`src/rtl/aq_gemac_pkg.sv`:
```
// Shared types and widths for the GEMAC ARP resolution scheduler.
package aq_gemac_pkg;

   localparam int unsigned TIMER_W = 32;
   localparam int unsigned RETRY_W = 4;
   localparam int unsigned STATE_W = 3;
   localparam int unsigned IP_W    = 32;

   // Scheduler states; the encoding is exported on SCHED_STATE for debug.
   typedef enum logic [STATE_W-1:0] {
      ST_IDLE     = 3'd0,
      ST_REQ      = 3'd1,
      ST_GUARD    = 3'd2,
      ST_WAIT     = 3'd3,
      ST_HOLDOFF  = 3'd4,
      ST_RESOLVED = 3'd5,
      ST_FAILED   = 3'd6
   } sched_state_e;

   // Saturating increment of the failed-attempt counter.
   function automatic logic [RETRY_W-1:0] retry_inc(input logic [RETRY_W-1:0] cnt);
      return (cnt == {RETRY_W{1'b1}}) ? cnt : cnt + RETRY_W'(1);
   endfunction

endpackage

```
`src/rtl/aq_gemac_arp_timer.sv`:
```
// Loadable down-counter shared by the retry hold-off and the refresh period.
module aq_gemac_arp_timer
   import aq_gemac_pkg::*;
(
   input  logic               sys_clk,
   input  logic               RST_N,
   input  logic               load,
   input  logic               en,
   input  logic [TIMER_W-1:0] load_value,
   output logic               zero_c
);

   logic [TIMER_W-1:0] count_q;

   // Load has priority; counting stops at zero.
   always_ff @(posedge sys_clk or negedge RST_N) begin
      if (!RST_N) begin
         count_q <= '0;
      end else if (load) begin
         count_q <= load_value;
      end else if (en && (count_q != '0)) begin
         count_q <= count_q - TIMER_W'(1);
      end
   end

   assign zero_c = (count_q == '0);

endmodule

```
`src/rtl/aq_gemac_arp_sched.sv`:
```
// ARP resolution scheduler: drives ARP-client requests with timed, bounded
// retries and re-resolves on peer IP change.
// Optional build macro AQ_GEMAC_ARP_REFRESH_EN: periodic re-resolution while
// resolved, keeping PEER_RESOLVED high through the refresh attempts.
module aq_gemac_arp_sched
   import aq_gemac_pkg::*;
#(
   parameter logic [TIMER_W-1:0] RETRY_INTERVAL   = 32'd125_000_000,
   parameter logic [RETRY_W-1:0] MAX_RETRY        = 4'd4,
   parameter logic [TIMER_W-1:0] REFRESH_INTERVAL = 32'd1_250_000_000
) (
   input  logic               sys_clk,
   input  logic               RST_N,
   input  logic               ENABLE,
   input  logic [IP_W-1:0]    PEER_IP_ADDRESS,
   input  logic               ARPC_ENABLE,
   input  logic               ARPC_VALID,
   output logic               ARPC_REQUEST,
   output logic               PEER_RESOLVED,
   output logic               ARP_FAIL,
   output logic [RETRY_W-1:0] RETRY_COUNT,
   output logic [STATE_W-1:0] SCHED_STATE
);

`ifdef AQ_GEMAC_ARP_REFRESH_EN
   localparam bit REFRESH_EN = 1'b1;
`else
   localparam bit REFRESH_EN = 1'b0;
`endif

   sched_state_e       state_q, state_d;
   logic [IP_W-1:0]    ip_q;
   logic               abort_pend_q, abort_pend_d;
   logic [RETRY_W-1:0] retry_q, retry_d;
   logic [RETRY_W-1:0] retry_inc_c;
   logic               arpc_request_d;
   logic               peer_resolved_d;
   logic               arp_fail_d;
   logic               ip_change_c;
   logic               abort_c;
   logic               discard_c;
   logic               timer_load_c;
   logic               timer_en_c;
   logic [TIMER_W-1:0] timer_load_value_c;
   logic               timer_zero_c;

   // An IP change or a low ENABLE aborts the current resolution.
   assign ip_change_c = (PEER_IP_ADDRESS != ip_q);
   assign abort_c     = ip_change_c | ~ENABLE;
   assign discard_c   = abort_c | abort_pend_q;

   // Hold-off / refresh timer.
   aq_gemac_arp_timer u_timer (
      .sys_clk    (sys_clk),
      .RST_N      (RST_N),
      .load       (timer_load_c),
      .en         (timer_en_c),
      .load_value (timer_load_value_c),
      .zero_c     (timer_zero_c)
   );

   // Next-state, retry bookkeeping and registered-output decode.
   always_comb begin
      state_d            = state_q;
      retry_d            = retry_q;
      abort_pend_d       = abort_pend_q;
      retry_inc_c        = retry_inc(retry_q);
      arpc_request_d     = 1'b0;
      peer_resolved_d    = 1'b0;
      arp_fail_d         = 1'b0;
      timer_load_c       = 1'b0;
      timer_en_c         = 1'b0;
      timer_load_value_c = REFRESH_INTERVAL - TIMER_W'(1);

      if (abort_c) begin
         retry_d = '0;
      end

      case (state_q)
         ST_IDLE: begin
            if (!abort_c) begin
               if (ARPC_VALID) begin
                  state_d = ST_RESOLVED;
               end else if (!ARPC_ENABLE) begin
                  state_d = ST_REQ;
               end
            end
         end
         ST_REQ: begin
            state_d = ST_GUARD;
            if (abort_c) abort_pend_d = 1'b1;
         end
         ST_GUARD: begin
            state_d = ST_WAIT;
            if (abort_c) abort_pend_d = 1'b1;
         end
         ST_WAIT: begin
            if (abort_c) abort_pend_d = 1'b1;
            if (!ARPC_ENABLE) begin
               // Transaction complete; an abort seen during it discards the result.
               abort_pend_d = 1'b0;
               if (discard_c) begin
                  state_d = ST_IDLE;
               end else if (ARPC_VALID) begin
                  state_d = ST_RESOLVED;
                  retry_d = '0;
               end else begin
                  retry_d = retry_inc_c;
                  state_d = (retry_inc_c == MAX_RETRY) ? ST_FAILED : ST_HOLDOFF;
               end
            end
         end
         ST_HOLDOFF: begin
            if (abort_c) begin
               state_d = ST_IDLE;
            end else if (timer_zero_c) begin
               state_d = ST_REQ;
            end
         end
         ST_RESOLVED: begin
            if (abort_c || !ARPC_VALID) begin
               state_d = ST_IDLE;
            end else if (REFRESH_EN && timer_zero_c) begin
               state_d = ST_REQ;
            end
         end
         ST_FAILED: begin
            if (abort_c) begin
               state_d = ST_IDLE;
            end
         end
         default: begin
            state_d = ST_IDLE;
         end
      endcase

      arpc_request_d = (state_d == ST_REQ);
      arp_fail_d     = (state_d == ST_FAILED);

      // During a refresh the peer MAC stays usable until the refresh fails.
      if (state_d == ST_RESOLVED) begin
         peer_resolved_d = 1'b1;
      end else if (REFRESH_EN && PEER_RESOLVED && !abort_c &&
                   (state_d inside {ST_REQ, ST_GUARD, ST_WAIT, ST_HOLDOFF})) begin
         peer_resolved_d = 1'b1;
      end

      // Timer loads on entry to HOLDOFF (and RESOLVED when refreshing).
      timer_load_c = (state_d != state_q) &&
                     ((state_d == ST_HOLDOFF) || (REFRESH_EN && (state_d == ST_RESOLVED)));
      if (state_d == ST_HOLDOFF) begin
         timer_load_value_c = RETRY_INTERVAL - TIMER_W'(1);
      end
      timer_en_c = (state_q == ST_HOLDOFF) || (state_q == ST_RESOLVED);
   end

   // State, sampled IP and registered outputs.
   always_ff @(posedge sys_clk or negedge RST_N) begin
      if (!RST_N) begin
         state_q       <= ST_IDLE;
         ip_q          <= '0;
         abort_pend_q  <= 1'b0;
         retry_q       <= '0;
         ARPC_REQUEST  <= 1'b0;
         PEER_RESOLVED <= 1'b0;
         ARP_FAIL      <= 1'b0;
      end else begin
         state_q       <= state_d;
         ip_q          <= PEER_IP_ADDRESS;
         abort_pend_q  <= abort_pend_d;
         retry_q       <= retry_d;
         ARPC_REQUEST  <= arpc_request_d;
         PEER_RESOLVED <= peer_resolved_d;
         ARP_FAIL      <= arp_fail_d;
      end
   end

   assign RETRY_COUNT = retry_q;
   assign SCHED_STATE = state_q;

endmodule

```
`config.mk`:
```
export PLATFORM = sky130hd
export DESIGN_NAME = aq_gemac_arp_sched
export DESIGN_NICKNAME = d
export VERILOG_FILES = /design/src/rtl/aq_gemac_pkg.sv /design/src/rtl/aq_gemac_arp_timer.sv /design/src/rtl/aq_gemac_arp_sched.sv
export SDC_FILE = /design/constraint.sdc
export NUM_CORES = 1
export LEC_CHECK = 0
export ABC_AREA = 1
export CORE_UTILIZATION = 46
export DETAILED_ROUTE_END_ITERATION = 12
export PLACE_DENSITY = 0.72
export SLEW_MARGIN = 20
export SYNTH_ARGS = -nofsm -noshare
export SYNTH_HDL_FRONTEND = slang
export SYNTH_SLANG_ARGS = --single-unit
```
`constraint.sdc`:
```
create_clock -name sys_clk -period 2.35 [get_ports sys_clk]
set_clock_uncertainty 0.15 [all_clocks]
set_input_delay 0.47 -clock sys_clk [delete_from_list [all_inputs] [get_ports sys_clk]]
set_output_delay 0.47 -clock sys_clk [all_outputs]
set_load 0.01 [all_outputs]
```
==> results of run 1 <==
==> power by group through the flow <==
stage	Combinational, µW	Clock, µW	Sequential (µW)
floorplan	267	0	1420
global route	637	1110	1410
global placement	518	0	1420
detailed placement	526	0	1420
CTS	531	1040	1400
finish	565	1020	1400
==> kinds of logic (layout without fill, tap and decap cells) <==
family / count (synthesis) / count (layout) / share of synthesized area
simple gates: 368 / 368 / 0.377
xor+xnor: 23 / 23 / 0.0460
fa+ha+maj: 3 / 3 / 0.00857
compound gates: 17 / 17 / 0.0228
buf+inv: 129 / 249 / 0.118
flops: 75 / 75 / 0.428
==> cells in the mapped netlist (all sizes together) (3+ instances only) <==
cell type and number:
buf 3, dfrtp 75, ha 3, inv 126
nand2 183, nand3 41, nand3b 5, nand4 15
nor2 114, nor3 8, o21ai 9, o22ai 3
xnor2 7, xor2 16
==> layout make-up <==
cell class                      instances  area, µm²  area share
Tap cell                              129        161      0.0274
Timing Repair Buffer                  107        960       0.163
Multi-Input combinational cell        411       2210       0.375
Clock buffer                           10        138      0.0234
Sequential cell                        75       1880       0.319
Clock inverter                          6       65.1      0.0110
Inverter                              126        483      0.0820
==> worst register-to-register path: cells and delay by family, from the launching register on <==
kind | cells | cell delay, ps
xor+xnor | 1 | 180
flops | 1 | 400
simple gates | 10 | 1150
buf+inv | 2 | 230
==> layer usage <==
metal / global-route usage / share of wire
met5: 0 / 0
met4: 0.0848 / 0.011
met3: 0.0274 / 0.055
met2: 0.346 / 0.47
met1: 0.312 / 0.46
==> repair_timing <==
item | CTS | global route
endpoints found under the hold margin | 34 | 0
setup endpoints to repair | 32 | 32
hold buffers | 1 | 0
resized for setup | 43 | 51
cloned | 1 | 1
pin swaps | 2 | 28
buffers inserted | 5 | 10
==> worst max-delay path by stage <==
stage / from / endpoint / slack, ps / cells past startpoint
finish: ENABLE / u_timer.count_q[19] / 100 / 13
global route: ip_q[18] / u_timer.count_q[29] / -80 / 17
CTS: PEER_IP_ADDRESS[12] / u_timer.count_q[29] / 0.3 / 13
detailed placement: PEER_IP_ADDRESS[18] / u_timer.count_q[9] / -510 / 16
global placement: PEER_IP_ADDRESS[20] / u_timer.count_q[30] / -440 / 17
floorplan: RETRY_COUNT[0] / u_timer.count_q[12] / 290 / 12
==> registers in the layout, indices dropped and copies added (netlist names) <==
register and flops:
ARPC_REQUEST 1, ARP_FAIL 1, PEER_RESOLVED 1, RETRY_COUNT 4, SCHED_STATE 3, abort_pend_q 1, ip_q 32, u_timer.count_q 32
==> metrics by stage <==
step / instances / util / TNS, ps / total power [µW] / setup WS (ps)
2_1_floorplan: 615 / - / 0 / 1690 / 287
3_3_place_gp: 831 / 0.575 / -14840 / 1940 / -443
3_5_place_dp: 831 / 0.575 / -17940 / 1950 / -511
4_1_cts: 854 / 0.608 / 0 / 2970 / 0.279
5_1_grt: 864 / 0.638 / -1690 / 3160 / -81.9
6_report: 864 / 0.638 / 0 / 2990 / 96.7
==> metrics.cfg, run 1 <==
[min_path]
whs_endpoint = ip_q[11]
worstHoldPathType = in -> reg
holdPathStages = 1
holdCritStartpoint = PEER_IP_ADDRESS[11]

[floorplan]
io_pins = 47
coreArea_um2 = 9240
core.rowCount = 35
initial_core_util = 0.474
die_w_um = 99.6
die-height_um = 99.6
dieArea_um2 = 9920

[setup_path]
rrSetupSlack_ps = 100
r2r_end = u_timer.count_q[19]
cp_num_buf_inv = 3
cpMaxStageDelayCell = clkdlybuf4s50_1
cpPeakStageDelay_ps = 510
critPathArrivalTime_ps = 2350
path_common_cell = nor2_4
critPathRequiredTime_ps = 2450
crit_chain = clkdlybuf4s50_1 > nand4_1 > nor2_2 > nand3b_1 > nor2_4 > nand3_2 > nand2_2 > nor2_4 > nor2_4 > nand2_4 > buf_6 > inv_8 > nor2_1
startpoint_type = input pin
cp_max_fo = 10
path_delay_family = simple AND/OR/NAND/NOR gates
end_kind = flop
reg2reg_from = ip_q[16]
crit_type = in -> reg
rr_worst_depth = 13

[power_and_ir_drop]
p_int_uw = 2110
power.leakage_uw = 0.00300
power_density_nw_per_um2 = 508
switchingPower_uw = 882
power_frac_seq = 0.469
comb_power_share = 0.189
p_sw_frac = 0.295
pwr-share-clk = 0.343
ir_worst_vdd_mv = 0.327

[synth]
synth.area.top_cells = dfrtp_1 (43%), nand2_1 (15%), inv_1 (11%), nor2_1 (8.3%), nand3_1 (3.3%)
synthesis.nets = 655
syn-cell-area_um2 = 4380
synth_edf_count = 0
synth_cell_types = 29
yosys_warnings = 0
ys_ff_latch = 75
synth_area_per_cell_um2 = 7.13
ys.flop_type = dfrtp_1
ys_seq_area_frac = 0.428
synth-async-reset-ratio = 1.00
post-synth-top-area-fraction = 0.428
yosys.area.top_type = dfrtp_1
synthCells = 615

[timing]
slew-limit-headroom = 0.667
drv_slew = 0
fin_crit_sh = 0.959
post-route-min-period_ps = 2250
timing.hold.ws_ps = 131
hold_viol = 0
finalSetupViolCount = 0
fmax_ghz = 0.444
tightest_slew_ps = 494
rsz0062_at_grt = true

[cts]
htreeDepth = 3
path_clk_slew_ps = 80
cts_sinks = 75
cts_buffers = 9
cts_buffer_depth = 2
root_buffer = clkbuf_8
cts_tree = yes
clk_latency_ps = 360

[drt]
dr.pass1.iters = 5
post_drt_wl_per_cell_um = 12.2
antenna_left = 0
viasPerCell = 4.79
drc = 0
vias = 4137
first_iter_violations = 250
routed_wl_mm = 10.5

[finish]
final_area_um2 = 5890
finalNetCount = 770
area.growth.synth_to_final_pct = 34.4
most-common-layout-cells = nand2_1 (168), inv_1 (123), nor2_1 (80), dfrtp_1 (75), buf_4 (54)
final_common_cell = nand2_1
fillers = 792
antenna_cells = 0
drive_above_1_share = 0.214

[flow_run]
drv_cap = 0

[global_route]
antenna_found_initial = 0
grt_overflow_total = 0
grt_max_degree = 42
grt_pass1_vias = 3832
grt_pass1_wl_mm = 17.3
grt_use_total = 0.220

[placement]
port-buffer-count = 46
gp_congestion = 0.849
hpwlAfterDp_mm = 7.45
place_area_um2 = 5320

[outcome]
status = finished clean

Power figures use the tool's default switching activity.
==> run 2: changes to the inputs <==
CTS_CLUSTER_SIZE = 12   (was not set)
==> results of run 2 <==
Same layout as run 1: the final DEF is identical, and so are final timing and power.
